--- src/rtl/stage_fetch_pkg.sv ---
// Shared types and constants for the instruction-fetch stage.
package stage_fetch_pkg;

  localparam int unsigned INSTR_SIZE       = 32;
  localparam int unsigned INSTR_ALIGN_BITS = 2;

  localparam logic [INSTR_SIZE-1:0] NOP_INSTR = 32'h0000_0013;
  localparam logic [INSTR_SIZE-1:0] PC_INCR   = 32'd4;

  typedef enum logic {
    RUN,
    DRAIN
  } fetch_state_t;

  typedef struct packed {
    logic [INSTR_SIZE-1:0] pc;
    logic [INSTR_SIZE-1:0] instr;
  } fetch_entry_t;

endpackage

--- src/rtl/stage_fetch_if.sv ---
// Instruction-memory request/grant plus in-order response channel.
interface stage_fetch_if;
  import stage_fetch_pkg::*;

  logic                  imem_req;
  logic [INSTR_SIZE-1:0] imem_addr;
  logic                  imem_gnt;
  logic                  imem_rvalid;
  logic [INSTR_SIZE-1:0] imem_rdata;

  modport master (
    output imem_req,
    output imem_addr,
    input  imem_gnt,
    input  imem_rvalid,
    input  imem_rdata
  );

  modport slave (
    input  imem_req,
    input  imem_addr,
    output imem_gnt,
    output imem_rvalid,
    output imem_rdata
  );

endinterface

--- src/rtl/stage_fetch_fifo.sv ---
// Small synchronous FIFO of fetch entries; used both as the output buffer
// and as the in-flight address tag queue.
module stage_fetch_fifo
  import stage_fetch_pkg::*;
#(
  parameter  int unsigned DEPTH = 2,
  localparam int unsigned CNT_W = $clog2(DEPTH + 1)
) (
  input  logic             clk,
  input  logic             reset,
  input  logic             push,
  input  logic             pop,
  input  logic             flush,
  input  fetch_entry_t     din,
  output fetch_entry_t     dout,
  output logic [CNT_W-1:0] count,
  output logic             full,
  output logic             empty
);

  localparam int unsigned PTR_W = (DEPTH > 1) ? $clog2(DEPTH) : 1;

  fetch_entry_t     mem_q [DEPTH];
  logic [PTR_W-1:0] rd_ptr_q, wr_ptr_q;
  logic [CNT_W-1:0] count_q;
  logic             do_push, do_pop;

  function automatic logic [PTR_W-1:0] ptr_inc(input logic [PTR_W-1:0] p);
    return (p == PTR_W'(DEPTH - 1)) ? '0 : p + PTR_W'(1);
  endfunction

  assign empty   = (count_q == '0);
  assign full    = (count_q == CNT_W'(DEPTH));
  assign count   = count_q;
  assign dout    = mem_q[rd_ptr_q];
  assign do_pop  = pop && !empty;
  assign do_push = push && (!full || do_pop);

  // Pointer and occupancy tracking; flush empties the queue in one cycle.
  always_ff @(posedge clk) begin
    if (reset || flush) begin
      rd_ptr_q <= '0;
      wr_ptr_q <= '0;
      count_q  <= '0;
    end else begin
      if (do_push) wr_ptr_q <= ptr_inc(wr_ptr_q);
      if (do_pop)  rd_ptr_q <= ptr_inc(rd_ptr_q);
      count_q <= count_q + CNT_W'(do_push) - CNT_W'(do_pop);
    end
  end

  // Entry storage; contents are don't-care while the slot is empty.
  always_ff @(posedge clk) begin
    if (do_push) mem_q[wr_ptr_q] <= din;
  end

endmodule

--- src/rtl/stage_fetch.sv ---
// Instruction-fetch stage: owns the PC, issues in-order imem requests with
// credit-based flow control, buffers responses for decode and squashes stale
// responses after a redirect.
// Optional: define STAGE_FETCH_PERF_CNT_EN to add stall/flush perf counters.
module stage_fetch
  import stage_fetch_pkg::*;
#(
  parameter logic [INSTR_SIZE-1:0] RESET_PC        = 32'h0000_0000,
  parameter int unsigned           FIFO_DEPTH      = 2,
  parameter int unsigned           MAX_OUTSTANDING = 2
) (
  input  logic                  clk,
  input  logic                  reset,
  stage_fetch_if.master         imem_if,
  input  logic                  redirect,
  input  logic [INSTR_SIZE-1:0] redirect_pc,
  output logic                  instr_valid,
  input  logic                  instr_ready,
  output logic [INSTR_SIZE-1:0] instr,
  output logic [INSTR_SIZE-1:0] pc_o
`ifdef STAGE_FETCH_PERF_CNT_EN
  ,
  output logic [31:0]           perf_stall_cycles,
  output logic [31:0]           perf_flush_count
`endif
);

  localparam int unsigned OUT_W = $clog2(MAX_OUTSTANDING + 1);
  localparam int unsigned CNT_W = $clog2(FIFO_DEPTH + 1);

  fetch_state_t          state_q, state_d;
  logic [INSTR_SIZE-1:0] pc_q, pc_last_q;
  logic [OUT_W-1:0]      outstanding, drop_cnt_q, drop_cnt_d;
  logic [CNT_W-1:0]      fifo_count;
  logic                  req_c, fire, rsp, credits_ok;
  fetch_entry_t          tag_din, tag_head, out_din, out_head;
  logic                  tag_full, tag_empty, out_full, out_empty;
  logic                  out_push, out_pop;
  logic                  unused_bits;

  assign credits_ok = (32'(outstanding) + 32'(fifo_count) < FIFO_DEPTH) &&
                      (32'(outstanding) < MAX_OUTSTANDING);
  assign fire       = req_c && imem_if.imem_gnt;
  assign rsp        = imem_if.imem_rvalid && (outstanding != '0);

  assign imem_if.imem_req  = req_c;
  assign imem_if.imem_addr = pc_q;

  // Issued addresses in flight; occupancy doubles as the outstanding count.
  assign tag_din.pc    = pc_q;
  assign tag_din.instr = '0;

  stage_fetch_fifo #(.DEPTH(MAX_OUTSTANDING)) u_tag_q (
    .clk   (clk),
    .reset (reset),
    .push  (fire),
    .pop   (rsp),
    .flush (1'b0),
    .din   (tag_din),
    .dout  (tag_head),
    .count (outstanding),
    .full  (tag_full),
    .empty (tag_empty)
  );

  // Output buffer toward decode; responses owed to a squashed stream never enter.
  assign out_din.pc    = tag_head.pc;
  assign out_din.instr = imem_if.imem_rdata;
  assign out_push      = rsp && (drop_cnt_q == '0) && !redirect;
  assign out_pop       = instr_valid && instr_ready;

  stage_fetch_fifo #(.DEPTH(FIFO_DEPTH)) u_out_q (
    .clk   (clk),
    .reset (reset),
    .push  (out_push),
    .pop   (out_pop),
    .flush (redirect),
    .din   (out_din),
    .dout  (out_head),
    .count (fifo_count),
    .full  (out_full),
    .empty (out_empty)
  );

  assign instr_valid = !out_empty;
  assign instr       = out_empty ? NOP_INSTR : out_head.instr;
  assign pc_o        = out_empty ? pc_last_q : out_head.pc;

  assign unused_bits = ^{tag_head.instr, tag_full, tag_empty, out_full,
                         redirect_pc[INSTR_ALIGN_BITS-1:0]};

  // Next state, drop accounting and request generation.
  always_comb begin
    state_d    = state_q;
    drop_cnt_d = drop_cnt_q;
    req_c      = 1'b0;
    if (redirect) begin
      drop_cnt_d = outstanding - OUT_W'(rsp);
      state_d    = (drop_cnt_d != '0) ? DRAIN : RUN;
    end else begin
      if (rsp && (drop_cnt_q != '0)) drop_cnt_d = drop_cnt_q - OUT_W'(1);
      case (state_q)
        RUN:     req_c = !reset && credits_ok;
        DRAIN:   if (drop_cnt_d == '0) state_d = RUN;
        default: state_d = RUN;
      endcase
    end
  end

  // State, PC and drop-counter registers.
  always_ff @(posedge clk) begin
    if (reset) begin
      state_q    <= RUN;
      pc_q       <= RESET_PC;
      drop_cnt_q <= '0;
      pc_last_q  <= RESET_PC;
    end else begin
      state_q    <= state_d;
      drop_cnt_q <= drop_cnt_d;
      if (redirect) begin
        pc_q <= {redirect_pc[INSTR_SIZE-1:INSTR_ALIGN_BITS], {INSTR_ALIGN_BITS{1'b0}}};
      end else if (fire) begin
        pc_q <= pc_q + PC_INCR;
      end
      if (!out_empty) pc_last_q <= out_head.pc;
    end
  end

`ifdef STAGE_FETCH_PERF_CNT_EN
  // Saturating decode-stall and redirect counters.
  always_ff @(posedge clk) begin
    if (reset) begin
      perf_stall_cycles <= '0;
      perf_flush_count  <= '0;
    end else begin
      if (instr_valid && !instr_ready && (perf_stall_cycles != '1))
        perf_stall_cycles <= perf_stall_cycles + 32'd1;
      if (redirect && (perf_flush_count != '1))
        perf_flush_count <= perf_flush_count + 32'd1;
    end
  end
`endif

`ifndef SYNTHESIS
  // A response with nothing in flight is a memory-side protocol error.
  rvalid_needs_outstanding: assert property (
    @(posedge clk) disable iff (reset) imem_if.imem_rvalid |-> (outstanding != '0));
`endif

endmodule

--- src/flat_wrapper.sv ---
// flat-port wrapper written by rule: the top's interface ports become plain ports
module stage_fetch_flat import stage_fetch_pkg::*;
#(
  parameter logic [INSTR_SIZE-1:0] RESET_PC        = 32'h0000_0000,
  parameter int unsigned           FIFO_DEPTH      = 2,
  parameter int unsigned           MAX_OUTSTANDING = 2
)
  (clk, reset, redirect, redirect_pc, instr_valid, instr_ready, instr, pc_o, imem_if_imem_req, imem_if_imem_addr, imem_if_imem_gnt, imem_if_imem_rvalid, imem_if_imem_rdata);
  stage_fetch_if imem_if_i ();
  input  logic clk;
  input  logic reset;
  input  logic redirect;
  input  logic [INSTR_SIZE-1:0] redirect_pc;
  output logic instr_valid;
  input  logic instr_ready;
  output logic [INSTR_SIZE-1:0] instr;
  output logic [INSTR_SIZE-1:0] pc_o;
  output wire logic [$bits(imem_if_i.imem_req)-1:0] imem_if_imem_req;
  output wire logic [$bits(imem_if_i.imem_addr)-1:0] imem_if_imem_addr;
  input wire logic [$bits(imem_if_i.imem_gnt)-1:0] imem_if_imem_gnt;
  input wire logic [$bits(imem_if_i.imem_rvalid)-1:0] imem_if_imem_rvalid;
  input wire logic [$bits(imem_if_i.imem_rdata)-1:0] imem_if_imem_rdata;
  assign imem_if_imem_req = imem_if_i.imem_req;
  assign imem_if_imem_addr = imem_if_i.imem_addr;
  assign imem_if_i.imem_gnt = imem_if_imem_gnt;
  assign imem_if_i.imem_rvalid = imem_if_imem_rvalid;
  assign imem_if_i.imem_rdata = imem_if_imem_rdata;
  stage_fetch #(.RESET_PC(RESET_PC), .FIFO_DEPTH(FIFO_DEPTH), .MAX_OUTSTANDING(MAX_OUTSTANDING)) u_core (.clk(clk), .reset(reset), .imem_if(imem_if_i), .redirect(redirect), .redirect_pc(redirect_pc), .instr_valid(instr_valid), .instr_ready(instr_ready), .instr(instr), .pc_o(pc_o));
endmodule
--- config.mk ---
export PLATFORM = sky130hd
export DESIGN_NAME = stage_fetch_flat
export DESIGN_NICKNAME = d
export VERILOG_FILES = /design/src/rtl/stage_fetch_pkg.sv /design/src/rtl/stage_fetch_if.sv /design/src/rtl/stage_fetch_fifo.sv /design/src/rtl/stage_fetch.sv /design/src/flat_wrapper.sv
export SDC_FILE = /design/constraint.sdc
export NUM_CORES = 1
export LEC_CHECK = 0
export CELL_PAD_IN_SITES_DETAIL_PLACEMENT = 0
export CELL_PAD_IN_SITES_GLOBAL_PLACEMENT = 1
export CORE_UTILIZATION = 43
export CTS_CLUSTER_SIZE = 12
export DETAILED_ROUTE_END_ITERATION = 16
export PLACE_DENSITY = 0.87
export SYNTH_ARGS = -nofsm -noshare
export SYNTH_HDL_FRONTEND = slang
export SYNTH_SLANG_ARGS = --single-unit
--- constraint.sdc ---
create_clock -name clk -period 7.55 [get_ports clk]
set_clock_uncertainty 0.2 [all_clocks]
set_input_delay 1.51 -clock clk [delete_from_list [all_inputs] [get_ports clk]]
set_output_delay 1.51 -clock clk [all_outputs]
set_load 0.02 [all_outputs]
==> summary.md <==
| Metric | Value |
|---|---|
| Result of the run | `finished clean` |
| Slew at the pin with the worst max-slew slack | `1160 ps` |
| First-pass GRT wire length | `around 32000 µm` |
| Total power divided by cell area | `258 mW/mm²` |
| Slack of the worst reg-to-reg path | `roughly 3800 ps` |
| Met2 capacity usage during global routing | `0.270` |
| Largest net degree at the start of global routing | `92` |
| Setup WS pre-CTS | `between 2000 and 2500 ps` |
| Achievable clock frequency | `190 MHz` |
| Antenna Diode Count | `0` |
| CP Launch Type | `input pin` |
| Hold Crit Depth | `2` |
| Worst EP arrival | `approximately 3600 ps` |
| Starting density of the core | `0.438` |
| Top cell by count, worst path | `sky130_fd_sc_hd__clkdlybuf4s50_1` |
| Crit path buf inv count | `2` |
| Net Sw Frac | `0.240` |
| Critical R2R Launch | `u_core.u_tag_q.count[1]$_SDFF_PP0_` |
| Total half-perimeter wirelength after legalization and detailed placement | `13200 µm` |
| Min-delay src | `u_core.state_q$_SDFF_PP0_` |
| Detailed-route via count | `roughly 6300` |
| Count of flip-flops with a built-in enable after synthesis | `184` |
| Fraction of synthesized cell area taken by the top area cell type | `0.538` |
| GR Layer Usage met3 | `0.0255` |
| Time the worst path needs with I/O delays and setup | `roughly 5300 ps` |
| Floorplan row count | `between 50 and 60` |
| Layout Utilization | `0.554` |
| Clock net sink count | `~260` |
| Clock-pin slew on the worst setup and hold paths | `approximately 60 ps` |
| Overall overflow remaining after global route | `0` |
| Endpoint of the most critical register-to-register path | `u_core.u_out_q.mem_q[1][28]$_DFFE_PP_` |
| Internal power contribution | `between 2 and 3 mW` |
| Largest stage delay on the critical path | `740 ps` |
| Via count of the first global-routing pass | `6104` |
| Worst Path Required | `around 6000 ps` |
| Hold WC Path Type | `reg2reg` |
| Cell types occupying the most area after synthesis | `sky130_fd_sc_hd__edfxtp_1, sky130_fd_sc_hd__dfxtp_1, sky130_fd_sc_hd__mux2i_1, sky130_fd_sc_hd__mux2_2, sky130_fd_sc_hd__nor2_1` |
| Most heavily used metal layer in global routing | `met2` |
| Cell count of the worst reg-to-reg path | `5` |
| Crit Path Category | `in2out` |
| Number of nets still failing antenna checks after routing | `0` |
| Unrepaired setup endpoints after global routing | `false` |
| Area of the core region | `around 0.023 mm²` |
| Maximum capacitance violations | `0` |
| Synth Instances | `around 770` |
| Via-to-Cell Ratio | `between 4 and 5` |
| Hold violation count in the final report | `0` |
| Total CTS buffers | `27` |
| Final Instance Count excl. Fillers | `1262` |
| Proportion of synthesized chip area in sequential cells | `0.684` |
| Max Root-Sink Buffers | `3` |
| Ordered list of cells on the worst path | `clkdlybuf4s50_1 > or2_2 > nor2_1 > clkdlybuf4s50_1` |
| Total number of yosys warnings | `0` |
| Post-CTS Repair Setup Buffers | `0` |
| Commonest non-fill, non-tap cell in the layout | `sky130_fd_sc_hd__edfxtp_1` |
| Post-synthesis area per instance | `13.4 µm²` |
| Number of library cell types mapped by synthesis | `47` |
| Last weighted congestion value of the routability-driven placer | `a little under 0.8` |
| Post-Synthesis Cell Area | `approximately 0.01 mm²` |
| Total setup violations reported at the end of the flow | `0` |
| Area of the die | `0.0245 mm²` |
| Logic gate share of total power | `0.134` |
| Largest area contributor in the netlist | `sky130_fd_sc_hd__edfxtp_1` |
| Post-cts resize count | `0` |
| Post-CTS Hold Fix Bufs | `0` |
| Length of the first detailed-routing pass in iterations | `4` |
| Top fanout value on the critical path | `18` |
| Clock tree root buffer cell | `sky130_fd_sc_hd__clkbuf_16` |
| Worst rel slew slack | `0.223` |
| Met1 track demand over resource in global routing | `0.234` |
| Clock tree from TritonCTS | `built` |
| Share of power burned in the clock network | `0.358` |
| Switching power | `0.804 mW` |
| Cell class contributing the biggest share of worst-path delay | `buffers and inverters` |
| Async set or reset register ratio after synthesis | `0` |
| Fraction of layout instances using a drive strength above 1 | `0.0859` |
| Area overhead of the layout relative to synthesis | `26.5%` |
| Placed Cells incl. Taps | `1214` |
| Count of routing violations after the opening detailed-route iteration | `roughly 350` |
| Static leakage power | `about 4.2 nW` |
| Port-buffer cells | `about 160` |
| Cell with the largest stage delay on the worst path | `sky130_fd_sc_hd__clkdlybuf4s50_1` |
| Worst skew pair latency | `530 ps` |
| Mean routed wirelength per cell | `roughly 16 µm` |
| Die Ht | `between 150 and 200 µm` |
| Dominant synthesized flop cell | `sky130_fd_sc_hd__edfxtp_1` |
| Total routing resource utilization after global routing | `0.168` |
| Nets@finish | `~1000` |
| Flip-flop and latch count after synthesis | `between 200 and 300` |
| Antenna violations before repair | `0` |
| Worst hold path endpoint | `u_core.state_q$_SDFF_PP0_` |
| Tcrit/Tclk final | `0.699` |
| Die width | `between 150 and 200 µm` |
| Highest-count cells in the layout ignoring fill and taps | `sky130_fd_sc_hd__edfxtp_1, sky130_fd_sc_hd__clkdlybuf4s50_1, sky130_fd_sc_hd__nor2_1, sky130_fd_sc_hd__dfxtp_1, sky130_fd_sc_hd__mux2i_1` |
| Element type at the critical path end | `output port` |
| Sequential share of power | `0.508` |
| Post-detailed-route DRC marker count | `0` |
| Final routed wirelength across all metal layers | `a little over 20000 µm` |
| Summed negative setup slack over all endpoints | `0 ps` |
| Peak supply drop | `approximately 0.17 mV` |
| Boundary pin count | `roughly 170` |
| Number of slew-limit violations in the final report | `0` |
| Final Worst Setup Slack | `about 2300 ps` |
| H-tree depth reported by CTS | `1` |
[area by class of cell]
| class | instances | area [µm²] |
|---|---|---|
| multi-input cells | 452 | 3040 |
| fillers | 1925 | 10500 |
| flip-flops and latches | 259 | 7030 |
| inverters | 13 | 48.8 |
| clock inverters | 8 | 58.8 |
| well taps | 319 | 399 |
| repair buffers | 171 | 1690 |
| clock buffers | 40 | 734 |
[worst max path at each step]
stage                              startpoint                               endpoint  slack, ps  cells past startpoint
after global routing                 redirect                       imem_if_imem_req       2180                      4
after floorplan           imem_if_imem_rvalid   u_core.u_out_q.mem_q[0][0]$_DFFE_PP_       1580                      4
after detailed placement             redirect  u_core.u_out_q.mem_q[1][24]$_DFFE_PP_       2150                      5
after global placement               redirect                       imem_if_imem_req       2250                      4
after CTS                            redirect                       imem_if_imem_req       2260                      4
final                                redirect                       imem_if_imem_req       2270                      4
[metrics by stage]
step | hold WS [ps] | total power [mW] | area, µm²
floorplan | 254 | 2.01 | 10300
global placement | 273 | 2.17 | 12200
detailed placement | 276 | 2.18 | 12200
CTS | 285 | 3.38 | 13000
global route | 321 | 3.49 | 13000
finish | 285 | 3.35 | 13000
[synthesized netlist by cell type (3+ instances only)]
master and number:
sky130_fd_sc_hd__nand4_1 16, sky130_fd_sc_hd__ha_1 6, sky130_fd_sc_hd__and3_1 7, sky130_fd_sc_hd__nor3_1 5, sky130_fd_sc_hd__or3_1 4, sky130_fd_sc_hd__buf_4 3
sky130_fd_sc_hd__nor4_1 10, sky130_fd_sc_hd__xnor2_1 16, sky130_fd_sc_hd__xor2_1 17, sky130_fd_sc_hd__nand3_1 11, sky130_fd_sc_hd__nor2_1 76, sky130_fd_sc_hd__mux2_2 31
sky130_fd_sc_hd__edfxtp_1 184, sky130_fd_sc_hd__and4_1 5, sky130_fd_sc_hd__o21ai_0 38, sky130_fd_sc_hd__a21oi_1 6, sky130_fd_sc_hd__mux2i_1 62, sky130_fd_sc_hd__nand2_1 58
sky130_fd_sc_hd__buf_2 10, sky130_fd_sc_hd__nor2b_1 34, sky130_fd_sc_hd__dfxtp_1 75, sky130_fd_sc_hd__and2_1 8, sky130_fd_sc_hd__clkbuf_1 26, sky130_fd_sc_hd__inv_1 13
sky130_fd_sc_hd__a211oi_1 18
[logic make-up after synthesis]
| group | after synthesis | share of synthesized area |
|---|---|---|
| AOI/OAI and AO/OA | 73 | 0.0431 |
| xor gates and xnor gates | 33 | 0.0281 |
| adders and majority gates | 7 | 0.00925 |
| buffers and inverters | 55 | 0.0225 |
| DFF | 259 | 0.684 |
| muxes | 93 | 0.0944 |
| other | 1 | 0.000365 |
| and+or+nand+nor | 244 | 0.119 |
[sequential cells by signal, indices dropped and copies added (netlist names), named ones only]
register / flops
u_core.pc_last_q: 32
u_core.drop_cnt_q: 2
u_core.u_out_q.mem_q: 124
u_core.state_q: 1
u_core.u_out_q.rd_ptr_q: 1
u_core.u_out_q.count: 2
u_core.imem_if.imem_addr: 30
u_core.u_tag_q.count: 2
u_core.u_out_q.wr_ptr_q: 1
u_core.u_tag_q.wr_ptr_q: 1
u_core.u_tag_q.rd_ptr_q: 1
u_core.u_tag_q.mem_q: 60
[worst min-delay path: stages (launching register included)]
cell and delay [ps]:
sky130_fd_sc_hd__dfxtp_1 320, sky130_fd_sc_hd__nand4_1 70, sky130_fd_sc_hd__a21oi_1 50
[power groups by stage]
stage | clock, mW | sequential, mW | combinational [mW]
final | 1.20 | 1.70 | 0.449
after global routing | 1.28 | 1.71 | 0.498
after global placement | 0 | 1.73 | 0.440
after floorplan | 0 | 1.73 | 0.278
after detailed placement | 0 | 1.73 | 0.450
after CTS | 1.23 | 1.70 | 0.454
[routing by layer]
| metal | share of wire | wire length, µm |
|---|---|---|
| met5 | 0 | 0 |
| met4 | 0.021 | 444 |
| met3 | 0.050 | 1050 |
| met2 | 0.46 | 9630 |
| met1 | 0.46 | 9650 |
(Power assumes the default switching activity.)
